[src/rtl/cg_phase_sequencer_if.sv]
// Phase-strobe and completion handshake between the CG phase sequencer (master)
// and the datapath / memory-address control side (slave).
interface cg_phase_sequencer_if;
    logic        start_request;
    logic        mXv1_finish;
    logic        vXv1_finish;
    logic        finish_alpha;
    logic        finish_alu;
    logic        result_mem_we_4;
    logic        result_mem_we_5;
    logic        result_mem_we_6;
    logic        start;
    logic        reset_vXv1;
    logic        read_again;
    logic        read_again_2;
    logic        iteration_counter_enable;
    logic [10:0] iteration_count;
    logic [2:0]  phase;
    logic        cg_done;
    logic        error;

    modport master (
        input  start_request, mXv1_finish, vXv1_finish, finish_alpha, finish_alu,
        input  result_mem_we_4, result_mem_we_5, result_mem_we_6,
        output start, reset_vXv1, read_again, read_again_2, iteration_counter_enable,
        output iteration_count, phase, cg_done, error
    );

    modport slave (
        output start_request, mXv1_finish, vXv1_finish, finish_alpha, finish_alu,
        output result_mem_we_4, result_mem_we_5, result_mem_we_6,
        input  start, reset_vXv1, read_again, read_again_2, iteration_counter_enable,
        input  iteration_count, phase, cg_done, error
    );
endinterface

[src/rtl/cg_phase_sequencer.sv]
// Phase sequencer for one conjugate-gradient solve: steps mXv/vXv/alpha/x-r/beta/p
// phases, paces per-word reads on write strobes, counts iterations, and watchdogs stalls.
module cg_phase_sequencer #(
    parameter int no_of_units                     = 8,
    parameter int number_of_equations_per_cluster = 19,
    parameter int additional = no_of_units - (number_of_equations_per_cluster % no_of_units),
    parameter int total      = number_of_equations_per_cluster + additional,
    parameter int words      = total / no_of_units,
    parameter int no_of_iteration                 = 20,
    parameter int timeout_cycles                  = 4096
) (
    input  logic                 clk,
    input  logic                 reset,
    cg_phase_sequencer_if.master bus
);
    typedef enum logic [2:0] {
        IDLE  = 3'd0, MXV  = 3'd1, VXV  = 3'd2, ALPHA = 3'd3,
        XR    = 3'd4, BETA = 3'd5, PUPD = 3'd6, DONE  = 3'd7
    } state_t;

    localparam int WORD_W = (words > 1) ? $clog2(words) : 1;
    localparam int WD_W   = $clog2(timeout_cycles + 1);
    localparam logic [WORD_W-1:0] LAST_WORD  = WORD_W'(words - 1);
    localparam logic [WD_W-1:0]   WD_LIMIT   = WD_W'(timeout_cycles - 1);
    localparam logic [10:0]       ITER_LIMIT = 11'(no_of_iteration);

    state_t            state_reg, state_next;
    logic [WORD_W-1:0] word_cnt_reg, word_cnt_next;
    logic [1:0]        seen_reg, seen_next;
    logic [WD_W-1:0]   wd_cnt_reg, wd_cnt_next;
    logic [10:0]       iter_cnt_reg, iter_cnt_next;
    logic              error_reg, error_next;
    logic              start_reg, start_next;
    logic              reset_vxv1_reg, reset_vxv1_next;
    logic              read_again_reg, read_again_next;
    logic              read_again_2_reg, read_again_2_next;
    logic              ice_reg, ice_next;
    logic              cg_done_reg, cg_done_next;

    logic       strobe_ok;
    logic [1:0] hit, need, seen_now;
    logic       word_ready, word_done, iter_end;

    // Strobes landing in the cycle of their own read pulse belong to the previous slot.
    assign strobe_ok = !(read_again_reg || read_again_2_reg);
    assign hit[0]    = strobe_ok && ((state_reg == XR   && bus.result_mem_we_4) ||
                                     (state_reg == PUPD && bus.result_mem_we_6));
    assign hit[1]    = strobe_ok && (state_reg == XR) && bus.result_mem_we_5;
    assign need      = {state_reg == XR, 1'b1};

    generate
        for (genvar gi = 0; gi < 2; gi++) begin : g_seen
            assign seen_now[gi] = seen_reg[gi] | hit[gi] | ~need[gi];
        end
    endgenerate

    assign word_ready = &seen_now;

    always_ff @(posedge clk or negedge reset) begin
        if (!reset) begin
            state_reg        <= IDLE;
            word_cnt_reg     <= '0;
            seen_reg         <= '0;
            wd_cnt_reg       <= '0;
            iter_cnt_reg     <= '0;
            error_reg        <= 1'b0;
            start_reg        <= 1'b0;
            reset_vxv1_reg   <= 1'b1;
            read_again_reg   <= 1'b0;
            read_again_2_reg <= 1'b0;
            ice_reg          <= 1'b0;
            cg_done_reg      <= 1'b0;
        end else begin
            state_reg        <= state_next;
            word_cnt_reg     <= word_cnt_next;
            seen_reg         <= seen_next;
            wd_cnt_reg       <= wd_cnt_next;
            iter_cnt_reg     <= iter_cnt_next;
            error_reg        <= error_next;
            start_reg        <= start_next;
            reset_vxv1_reg   <= reset_vxv1_next;
            read_again_reg   <= read_again_next;
            read_again_2_reg <= read_again_2_next;
            ice_reg          <= ice_next;
            cg_done_reg      <= cg_done_next;
        end
    end

    always_comb begin
        state_next    = state_reg;
        word_cnt_next = word_cnt_reg;
        seen_next     = seen_reg;
        wd_cnt_next   = wd_cnt_reg;
        iter_cnt_next = iter_cnt_reg;
        error_next    = error_reg;
        word_done     = 1'b0;
        iter_end      = 1'b0;
        case (state_reg)
            IDLE, DONE: if (bus.start_request) begin
                state_next    = MXV;
                iter_cnt_next = '0;
                error_next    = 1'b0;
            end
            MXV:   if (bus.mXv1_finish)  state_next = VXV;
            VXV:   if (bus.vXv1_finish)  state_next = ALPHA;
            ALPHA: if (bus.finish_alpha) state_next = XR;
            BETA:  if (bus.finish_alu)   state_next = PUPD;
            XR, PUPD: begin
                if (word_ready) begin
                    word_done = 1'b1;
                    seen_next = '0;
                    if (word_cnt_reg == LAST_WORD) begin
                        word_cnt_next = '0;
                        if (state_reg == XR) begin
                            state_next = BETA;
                        end else begin
                            iter_end      = 1'b1;
                            iter_cnt_next = iter_cnt_reg + 11'd1;
                            state_next    = (iter_cnt_reg + 11'd1 == ITER_LIMIT) ? DONE : MXV;
                        end
                    end else begin
                        word_cnt_next = word_cnt_reg + 1'b1;
                    end
                end else begin
                    seen_next = seen_now & need;
                end
            end
            default: ;
        endcase

        // Watchdog only expires when nothing moved this cycle.
        if (state_next != state_reg || (|hit)) begin
            wd_cnt_next = '0;
        end else if (state_reg != IDLE && state_reg != DONE) begin
            if (wd_cnt_reg == WD_LIMIT) begin
                error_next  = 1'b1;
                state_next  = DONE;
                wd_cnt_next = '0;
            end else begin
                wd_cnt_next = wd_cnt_reg + 1'b1;
            end
        end else begin
            wd_cnt_next = '0;
        end

        if (state_next != state_reg) begin
            word_cnt_next = '0;
            seen_next     = '0;
        end
    end

    always_comb begin
        start_next        = (state_next == MXV);
        reset_vxv1_next   = (state_next != VXV);
        read_again_next   = (state_next == XR)   && (state_reg != XR   || word_done);
        read_again_2_next = (state_next == PUPD) && (state_reg != PUPD || word_done);
        ice_next          = iter_end;
        cg_done_next      = (state_next == DONE);
    end

    assign bus.start                    = start_reg;
    assign bus.reset_vXv1               = reset_vxv1_reg;
    assign bus.read_again               = read_again_reg;
    assign bus.read_again_2             = read_again_2_reg;
    assign bus.iteration_counter_enable = ice_reg;
    assign bus.iteration_count          = iter_cnt_reg;
    assign bus.phase                    = state_reg;
    assign bus.cg_done                  = cg_done_reg;
    assign bus.error                    = error_reg;
endmodule
[src/flat_wrapper.sv]
// flat-port wrapper written by rule: the top's interface ports become plain ports
module cg_phase_sequencer_flat 
#(
    parameter int no_of_units                     = 8,
    parameter int number_of_equations_per_cluster = 19,
    parameter int additional = no_of_units - (number_of_equations_per_cluster % no_of_units),
    parameter int total      = number_of_equations_per_cluster + additional,
    parameter int words      = total / no_of_units,
    parameter int no_of_iteration                 = 20,
    parameter int timeout_cycles                  = 4096
)
  (clk, reset, bus_start_request, bus_mXv1_finish, bus_vXv1_finish, bus_finish_alpha, bus_finish_alu, bus_result_mem_we_4, bus_result_mem_we_5, bus_result_mem_we_6, bus_start, bus_reset_vXv1, bus_read_again, bus_read_again_2, bus_iteration_counter_enable, bus_iteration_count, bus_phase, bus_cg_done, bus_error);
  cg_phase_sequencer_if bus_i ();
  input  logic clk;
  input  logic reset;
  input wire logic [$bits(bus_i.start_request)-1:0] bus_start_request;
  input wire logic [$bits(bus_i.mXv1_finish)-1:0] bus_mXv1_finish;
  input wire logic [$bits(bus_i.vXv1_finish)-1:0] bus_vXv1_finish;
  input wire logic [$bits(bus_i.finish_alpha)-1:0] bus_finish_alpha;
  input wire logic [$bits(bus_i.finish_alu)-1:0] bus_finish_alu;
  input wire logic [$bits(bus_i.result_mem_we_4)-1:0] bus_result_mem_we_4;
  input wire logic [$bits(bus_i.result_mem_we_5)-1:0] bus_result_mem_we_5;
  input wire logic [$bits(bus_i.result_mem_we_6)-1:0] bus_result_mem_we_6;
  output wire logic [$bits(bus_i.start)-1:0] bus_start;
  output wire logic [$bits(bus_i.reset_vXv1)-1:0] bus_reset_vXv1;
  output wire logic [$bits(bus_i.read_again)-1:0] bus_read_again;
  output wire logic [$bits(bus_i.read_again_2)-1:0] bus_read_again_2;
  output wire logic [$bits(bus_i.iteration_counter_enable)-1:0] bus_iteration_counter_enable;
  output wire logic [$bits(bus_i.iteration_count)-1:0] bus_iteration_count;
  output wire logic [$bits(bus_i.phase)-1:0] bus_phase;
  output wire logic [$bits(bus_i.cg_done)-1:0] bus_cg_done;
  output wire logic [$bits(bus_i.error)-1:0] bus_error;
  assign bus_i.start_request = bus_start_request;
  assign bus_i.mXv1_finish = bus_mXv1_finish;
  assign bus_i.vXv1_finish = bus_vXv1_finish;
  assign bus_i.finish_alpha = bus_finish_alpha;
  assign bus_i.finish_alu = bus_finish_alu;
  assign bus_i.result_mem_we_4 = bus_result_mem_we_4;
  assign bus_i.result_mem_we_5 = bus_result_mem_we_5;
  assign bus_i.result_mem_we_6 = bus_result_mem_we_6;
  assign bus_start = bus_i.start;
  assign bus_reset_vXv1 = bus_i.reset_vXv1;
  assign bus_read_again = bus_i.read_again;
  assign bus_read_again_2 = bus_i.read_again_2;
  assign bus_iteration_counter_enable = bus_i.iteration_counter_enable;
  assign bus_iteration_count = bus_i.iteration_count;
  assign bus_phase = bus_i.phase;
  assign bus_cg_done = bus_i.cg_done;
  assign bus_error = bus_i.error;
  cg_phase_sequencer #(.no_of_units(no_of_units), .number_of_equations_per_cluster(number_of_equations_per_cluster), .additional(additional), .total(total), .words(words), .no_of_iteration(no_of_iteration), .timeout_cycles(timeout_cycles)) u_core (.clk(clk), .reset(reset), .bus(bus_i));
endmodule
[config.mk]
export PLATFORM = sky130hd
export DESIGN_NAME = cg_phase_sequencer_flat
export DESIGN_NICKNAME = d
export VERILOG_FILES = /design/src/rtl/cg_phase_sequencer_if.sv /design/src/rtl/cg_phase_sequencer.sv /design/src/flat_wrapper.sv
export SDC_FILE = /design/constraint.sdc
export NUM_CORES = 1
export LEC_CHECK = 0
export CORE_MARGIN = 10
export CORE_UTILIZATION = 49
export CTS_CLUSTER_SIZE = 10
export DETAILED_ROUTE_END_ITERATION = 8
export GPL_TIMING_DRIVEN = 0
export PLACE_DENSITY = 0.76
export RECOVER_POWER = 50
export SLEW_MARGIN = 25
export SYNTH_ARGS = -nofsm -noshare
export SYNTH_HDL_FRONTEND = slang
export SYNTH_SLANG_ARGS = --single-unit
[constraint.sdc]
create_clock -name clk -period 2.4 [get_ports clk]
set_clock_uncertainty 0.15 [all_clocks]
set_input_delay 0.48 -clock clk [delete_from_list [all_inputs] [get_ports clk]]
set_output_delay 0.48 -clock clk [all_outputs]
set_load 0.01 [all_outputs]
==> results_dict.tcl <==
set metrics [dict create \
    cts_htree_levels 2 \
    fin_tns_setup_ns -0.0192 \
    io_buffers 30 \
    synth_area_leader_cell "dfrtp_1" \
    yosysMostFrequentCell "nor2_1" \
    reg2reg_slack_ns -0.02 \
    netlist_area_mm2 0.00212 \
    synthFlopType "dfrtp_1" \
    grt_pass1_vias 1988 \
    p_comb_share_pct 53.6 \
    num_rows 23 \
    hpwl_um 3690 \
    ir_worst_vdd_mv 0.556 \
    worstPathMaxFanout 4 \
    status "complete, but fails checks" \
    async_flop_share_pct 100 \
    utilization_pct 71.9 \
    path_clk_slew_ns 0.07 \
    p_per_area_mw_per_mm2 1030 \
    drc 0 \
    drtIter0Drc 161 \
    totalPowerFinal_mw 3.02 \
    synth-seq-cells 38 \
    synth_nets 248 \
    grt_usage_pct 15.5 \
    internal_power_mw 1.82 \
    hold_ws_ns 0.335 \
    grt_pass1_wl_um 9490 \
    synth_cells 236 \
    fin_crit_sh_pct 101 \
    fin_ws_ns -0.0180 \
    synthMuxAreaShare_pct 2.00 \
    rr_endpoint "u_core.seen_reg[1]" \
    nets 301 \
    reg2reg_from "u_core.wd_cnt_reg[0]" \
    synth_cell_types 56 \
    layout_min_cycle_time_ns 2.42 \
    synth_warnings 0 \
    dp_slack_ns -0.593 \
    largest_reg_flops 13 \
    setup_viol 2 \
    die-area_mm2 0.00737 \
    met3_usage_pct 5.30 \
    required_ns 2.45 \
    cts-buffers-inserted 5 \
    met1_usage_pct 19.3 \
    rsz0062_at_grt "yes" \
    violations "negative setup slack" \
    seqPwrFrac_pct 28.9 \
    worst_setup_path_start_kind "input port" \
    synth_compound_area_share_pct 17.0 \
    post_drt_via_cell_ratio 5.81 \
    grt_max_degree 29 \
    rr_worst_depth 9 \
    synth_top_area_share_pct 43.6 \
    core_area_mm2 0.00409 \
    vias 1974 \
    grt-ovfl-total 0 \
    ys_top_cells_by_area "dfrtp_1 (44%), nor2_1 (7.1%), o21ai_0 (4.0%)" \
    wl_um 5570 \
    die_h_um 85.8 \
    switchingPower_mw 1.20 \
    synthXorXnorAreaFrac_pct 5.36 \
    endpoint "u_core.seen_reg[1]" \
    die_w_um 85.8 \
    drive_gt1_share_pct 24.1 \
    gr-usage-met2_pct 24.8 \
    diodes 0 \
    dr.pass1.iters 4 \
    synth_seq_area_share_pct 44.8 \
    arrival_ns 2.47 \
    cts_buffer_depth 2 \
    busiest_layer "met2" \
    syn_to_final_growth_pct 38.2 \
    cts_sinks 38 \
    finalHoldViolCount 0 \
    fmax_ghz 0.414 \
    wl_per_cell_um 16.4 \
    min_path_type "reg2reg" \
    gp_congestion 0.858 \
    maxCapViolations 0 \
    p_sw_share_pct 39.9 \
    clkPwrFrac_pct 17.5 \
    synth_adder_area_share_pct 1.18 \
    tightest_slew_ns 0.662 \
    slew_headroom_pct 55.9 \
    initial_core_util_pct 52.0 \
    syn_area_per_cell_um2 9.00 \
    ios 31 \
    synthSimpleGateAreaFrac_pct 26.8 \
    p_leak_nw 1.25 \
    tritoncts "yes" \
    synth_common_cells "nor2_1 (40), dfrtp_1 (37), nand2_1 (18)" \
    crit_start "bus_mXv1_finish" \
    clk_latency_ns 0.29 \
    synth_edf_count 0 \
    antenna_found_initial 0 \
    finalMaxSlewViolations 0 \
    synth_top_family_by_area "simple AND/OR/NAND/NOR gates" \
    criticalPathCategory "in2reg" \
    root_buffer "clkbuf_8" \
    worstSetupEndpointType "flop" \
    ant_nets 0 \
]
## cell type report
type | instances | area [µm²]
repair buffers | 48 | 439
inverters | 9 | 33.8
well taps | 50 | 62.6
clock buffers | 7 | 76.3
plain buffers | 4 | 21.3
flip-flops and latches | 38 | 957
fillers | 308 | 1150
multi-input cells | 183 | 1320
clock inverters | 1 | 30.0
## kinds of logic (layout without fill, tap and decap cells)
family / after synthesis / count (layout)
compound gates: 50 / 50
xor+xnor: 13 / 13
fa+ha+maj: 2 / 2
buf+inv: 15 / 69
flops: 38 / 38
mux: 4 / 4
simple gates: 114 / 114
## worst max-delay path, cell delays in order
cell and delay (ns):
clkdlybuf4s50_1 0.48, mux2i_1 0.10, o22ai_2 0.25, nor4b_2 0.12, o21ai_1 0.25, o311ai_4 0.14
or3_4 0.44, nor4_2 0.21
## repair_timing
item	CTS	global route
endpoints found under the setup margin	28	34
pin swaps	6	13
resized for setup	15	39
hold buffers	1	0
endpoints found under the hold margin	10	0
setup buffers	7	9
## power by group through the flow
stage / Combinational (mW) / Clock (mW) / Sequential [mW]
after floorplan: 0.852 / 0 / 0.876
after global placement: 1.22 / 0 / 0.863
after detailed placement: 1.24 / 0 / 0.868
after CTS: 1.46 / 0.537 / 0.859
after global routing: 1.78 / 0.567 / 0.889
final: 1.62 / 0.527 / 0.874
## layer usage
metal	vias up	share of wire [%]
met5	-	0
met4	0	0.99
met3	7	7.4
met2	71	49
met1	949	43
li1	947	-
## worst min-delay path by stage
stage / to / from / cells past startpoint / slack, ns
2_1_floorplan: u_core.bus.cg_done / reset / 0 / 0.03
3_3_place_gp: u_core.wd_cnt_reg[0] / u_core.wd_cnt_reg[0] / 1 / 0.32
3_5_place_dp: u_core.bus.iteration_count[8] / reset / 1 / 0.22
4_1_cts: u_core.wd_cnt_reg[0] / u_core.wd_cnt_reg[0] / 1 / 0.34
5_1_grt: u_core.wd_cnt_reg[0] / u_core.wd_cnt_reg[0] / 1 / 0.36
6_report: u_core.wd_cnt_reg[0] / u_core.wd_cnt_reg[0] / 1 / 0.33
## placed cells by master (no fill, tap or decap), types with 6 or more instances in the layout
master / n
nand2_1: 17
nor2_1: 35
xor2_1: 9
and3_1: 6
o21ai_0: 15
nand3_1: 9
buf_4: 14
nand2b_1: 6
dfrtp_1: 33
clkdlybuf4s50_1: 27
inv_1: 8
## stage by stage
step / cells / cell area (µm²)
2_1_floorplan: 236 / 2160
3_3_place_gp: 316 / 2520
3_5_place_dp: 317 / 2530
4_1_cts: 333 / 2760
5_1_grt: 340 / 2940
6_report: 340 / 2940
Note: power is estimated with default switching activity, not from simulation.
==> variant 1 (same settings) <==
`timeout_cycles` is set to 4096 in 2 places; all go to 2048.
--- a/src/rtl/cg_phase_sequencer.sv
+++ b/src/rtl/cg_phase_sequencer.sv
@@ -7,7 +7,7 @@
     parameter int total      = number_of_equations_per_cluster + additional,
     parameter int words      = total / no_of_units,
     parameter int no_of_iteration                 = 20,
-    parameter int timeout_cycles                  = 4096
+    parameter int timeout_cycles                  = 2048
 ) (
     input  logic                 clk,
     input  logic                 reset,
--- a/src/flat_wrapper.sv
+++ b/src/flat_wrapper.sv
@@ -7,7 +7,7 @@
     parameter int total      = number_of_equations_per_cluster + additional,
     parameter int words      = total / no_of_units,
     parameter int no_of_iteration                 = 20,
-    parameter int timeout_cycles                  = 4096
+    parameter int timeout_cycles                  = 2048
 )
   (clk, reset, bus_start_request, bus_mXv1_finish, bus_vXv1_finish, bus_finish_alpha, bus_finish_alu, bus_result_mem_we_4, bus_result_mem_we_5, bus_result_mem_we_6, bus_start, bus_reset_vXv1, bus_read_again, bus_read_again_2, bus_iteration_counter_enable, bus_iteration_count, bus_phase, bus_cg_done, bus_error);
   cg_phase_sequencer_if bus_i ();
Check against the original RTL: no difference found for any inputs over 10 cycles, from zero or initial values and one cycle with reset low; that may be too few to reach the edited logic, so the function may still have changed.
==> variant 1 against the original RTL <==
Total power is 3.4% lower. Design area rose by 4.9%. Routed wire length grew 11%. Clock power increased by 21%. Sequential cell count fell by 1. Critical path depth down 1. Largest cell class unchanged. Area after synthesis is 1.4% higher. Highest routed layer unchanged. Setup slack got worse by 0.15 ns. The run still ends with negative setup slack left. Critical path type is now flip-flop to flip-flop. Largest power group unchanged.
==> variant 1: results <==
[run_status]
outcome = complete, but fails checks
violations = negative setup slack

[worst_setup_path]
max_stage_delay_ns = 0.64
cpMaxStageDelayCell = nor4_1
critPathKind = flip-flop to flip-flop
cp.arrival_ns = 2.65
cp_max_fo = 5

[power]
p_leak_nw = 1.288
ir_drop_uv = 532.5

[clocking]
numCtsBuffers = 5
clk_pin_slew_worst_paths_ns = 0.08
cts_root_buf = clkbuf_8
clk_path_buf_depth = 2
clk_latency_ns = 0.30
htree_num_levels = 2

[logic_synthesis]
synth_nets = 249
syn_avg_cell_area_um2 = 9.086
netlist_top_cells_count = dfrtp_1, nor2_1, nand2_1, o21ai_0, nand3_1
seq_area_frac_synth_pct = 43.06
synth_area_leaders = dfrtp_1, nor2_1, o21ai_0
yosysWarnings = 0
async_flop_share_pct = 100.0
synth_cell_types = 56
synth_flop_cell = dfrtp_1

[placed_design]
dpl.hpwl_um = 3929
gp_congestion = 0.9079
post-place-ws_ns = -0.6165
dp_cells = 320

[drt]
drt_iter0_drc = 191
wl_um = 6188
drt_pass1_iterations = 4
routed_via_density = 5.991

[grt]
grtUsageTotal_pct = 15.57
antenna_found_initial = 0
grt_pass1_vias = 2028
grt_pass1_wl_um = 9708
grt_max_degree = 26

[timing]
relSlewSlack_pct = 50.16
setup_ws_ns = -0.1723
finalSetupTns_ns = -1.139
setup_viol = 10
hold_viol_final = 0

[layout]
num_antenna_cells = 0
final_nets = 306
largest_register_ffs = 12
final_layout_size_suffix_gt1_share_pct = 30.17
fin_cells = 347

[hold_path]
hp-class = flip-flop to flip-flop
[variant 1: cell types whose count changed after synthesis, moves of 3 or more]
cell and change:
clkbuf_1 +3, or3_1 +4, nor2_1 -13, o21ai_0 +3, xnor2_1 +3
[variant 1: area by class of cell]
cell class	instances	area (µm²)
Inverter	7	26.28
Tap cell	52	65.06
Timing Repair Buffer	51	455.4
Fill cell	329	1212
Clock inverter	3	65.06
Clock buffer	5	68.82
Sequential cell	37	937.1
Buffer	7	45.04
Multi-Input combinational cell	185	1419
[variant 1: where the power goes]
group	switching (mW)	total (mW)	internal, mW
clock	0.228	0.640	0.413
combinational	0.823	1.45	0.630
sequential	0.104	0.826	0.722
total	1.15	2.92	1.76
[variant 1: critical path: cells and delay by family (launching register included)]
kind,cells,cell delay (ns)
buffers and inverters,1,0.16
AND/OR/NAND/NOR,4,1.33
AO/OA/AOI/OAI,1,0.23
adder cells (fa/ha/maj),1,0.20
flip-flops,1,0.44
[variant 1: stage by stage]
stage	hold slack (ns)	instance area, µm²	utilization (%)
floorplan	0.03441	2163	-
global placement	0.3259	2529	58.89
detailed placement	0.2441	2544	59.24
CTS	0.3498	2934	68.33
global route	0.3795	3082	71.77
finish	0.3495	3082	71.77
[variant 1: path summary, 6_finish.rpt]
kind	startpoint	end	slack, ns	depth (start not counted)
setup / recovery	u_core.bus.iteration_count[1]	u_core.bus.read_again_2	-0.17	7
hold / removal	u_core.wd_cnt_reg[0]	u_core.wd_cnt_reg[0]	0.35	1
setup reg to reg	u_core.bus.iteration_count[1]	u_core.bus.read_again_2	-0.17	7
hold reg to reg	u_core.wd_cnt_reg[0]	u_core.wd_cnt_reg[0]	0.35	1
max in group asynchronous	reset	u_core.bus.phase[0]	0.43	3
min in group asynchronous	reset	u_core.bus.iteration_count[0]	0.59	2
[variant 1: repair_timing]
| item | in CTS | in global routing |
|---|---|---|
| buffers inserted | 12 | 7 |
| endpoints found under the setup margin | 32 | 31 |
| hold buffers | 1 | 0 |
| resized for setup | 41 | 33 |
| hold endpoints to repair | 12 | 0 |
| pin swaps | 12 | 3 |
| gates cloned | 0 | 0 |
[variant 1: logic make-up after synthesis]
| kind of cell | share of synthesized area, % |
|---|---|
| xor gates and xnor gates | 5.694 |
| AOI/OAI and AO/OA | 18.19 |
| muxes | 2.498 |
| and+or+nand+nor | 26.67 |
| DFF | 43.06 |
| buffers and inverters | 2.731 |
| adders and majority gates | 1.162 |
[variant 1: per-layer routing]
| metal | GRT usage (%) | share of wire, % |
|---|---|---|
| met2 | 25.90 | 49 |
| met3 | 4.784 | 7.3 |
| met5 | 0 | 0 |
| met1 | 19.14 | 42 |
| met4 | 3.976 | 2.3 |
==> variant 2 (same flow settings) <==
Without the edit above. Reset style: synchronous (`reset`), changed in one clocked block.
--- a/src/rtl/cg_phase_sequencer.sv
+++ b/src/rtl/cg_phase_sequencer.sv
@@ -56,7 +56,7 @@
 
     assign word_ready = &seen_now;
 
-    always_ff @(posedge clk or negedge reset) begin
+    always_ff @(posedge clk) begin
         if (!reset) begin
             state_reg        <= IDLE;
             word_cnt_reg     <= '0;
Function: differs if reset is asserted again (counterexample within 4 cycles, from zero or initial values and one cycle with reset low); with reset held inactive, the same outputs for 10 cycles.
==> variant 2 against the original RTL <==
The flow still finishes with violations (negative setup slack). Maximum frequency is 1.6% lower. Sequential cell count is the same. Setup slack got worse by 0.038 ns. Design area up 1.9%. Hold slack worse by 0.045 ns. Critical endpoint is now u_core.bus.reset_vXv1. Utilization is 3.2 points lower. First-iteration DRC count is 60% higher. Total power shrank 31%. Largest cell class unchanged. Critical path depth is 2 lower. Routed wire length up 21%. Area after synthesis is 3.2% higher.
==> variant 2: results <==
[timing]
finalSetupTns_ns = -0.1269
tightestPinTransition_ns = 0.5288
setup_ws_ns = -0.05644
setup_viol = 5

[grt]
grtUsageTotal_pct = 17.10
grt_pass1_vias = 2232
grt_max_degree = 13
grt_pass1_wl_um = 10630

[power]
p_leak_nw = 1.036
p_int_mw = 1.301
p_comb_mw = 0.913
clk-power_mw = 0.458
ir_drop_uv = 386.8
pwr-share-comb_pct = 43.8

[logic_synthesis]
synth_flop_cell = dfxtp_1
netlist_top_cells_count = dfxtp_1, nor2_1, nand2_1
synth_area_leaders = dfxtp_1, nor2_1, nand2_1
synth_nets = 281
synth_cell_types = 55
seq_area_frac_synth_pct = 34.70
syn_avg_cell_area_um2 = 8.149

[layout]
final_layout_size_suffix_gt1_share_pct = 23.77
final_nets = 335
nClkBuffers = 6
multi_input_cells = 214
seq_area_um2 = 772.0
stdcell_area_um2 = 2992
signal_buffer_area_fraction_pct = 16.23
nonClockBufferCount = 57
fillers = 348
clk_share_pct = 3.179

[worst_setup_path]
crit_start = u_core.bus.phase[0]

[clocking]
post_cts_buffers = 14
cts_resized = 46
cts_root_buf = clkbuf_8

[run_status]
outcome = complete, but fails checks
violations = negative setup slack

[placed_design]
dpl.hpwl_um = 4266
place_area_um2 = 2575
dp_cells = 351
gp_congestion = 0.9169
post-place-ws_ns = -0.8045

[drt]
wire_per_inst_um = 17.88
drt_iter0_drc = 257
## variant 2: worst max-delay path, cell delays in order, from the launching register on
cell and delay, ns:
dfxtp_4 0.37, nand2b_4 0.19, or4_4 0.55, a41oi_4 0.28, and3_4 0.27, nor2_1 0.06
or4b_1 0.46
## variant 2: final timing paths
kind,depth (start not counted),to,slack (ns)
max,6,u_core.bus.reset_vXv1,-0.06
min,1,u_core.wd_cnt_reg[0],0.29
max reg2reg,6,u_core.bus.reset_vXv1,-0.06
min reg2reg,1,u_core.wd_cnt_reg[0],0.29
## variant 2: cell families after synthesis
group / after synthesis / synth area share (%)
XOR/XNOR: 12 / 4.795
multiplexers: 7 / 3.368
AND/OR/NAND/NOR: 127 / 30.88
adder cells (fa/ha/maj): 2 / 1.141
AO/OA/AOI/OAI: 66 / 21.46
flip-flops: 38 / 34.70
buffers and inverters: 17 / 3.652
## variant 2: layer usage
metal	GRT usage, %	wire (µm)
met1	19.88	2770
met2	28.71	3104
met3	5.243	611
met4	6.186	235
met5	0	0
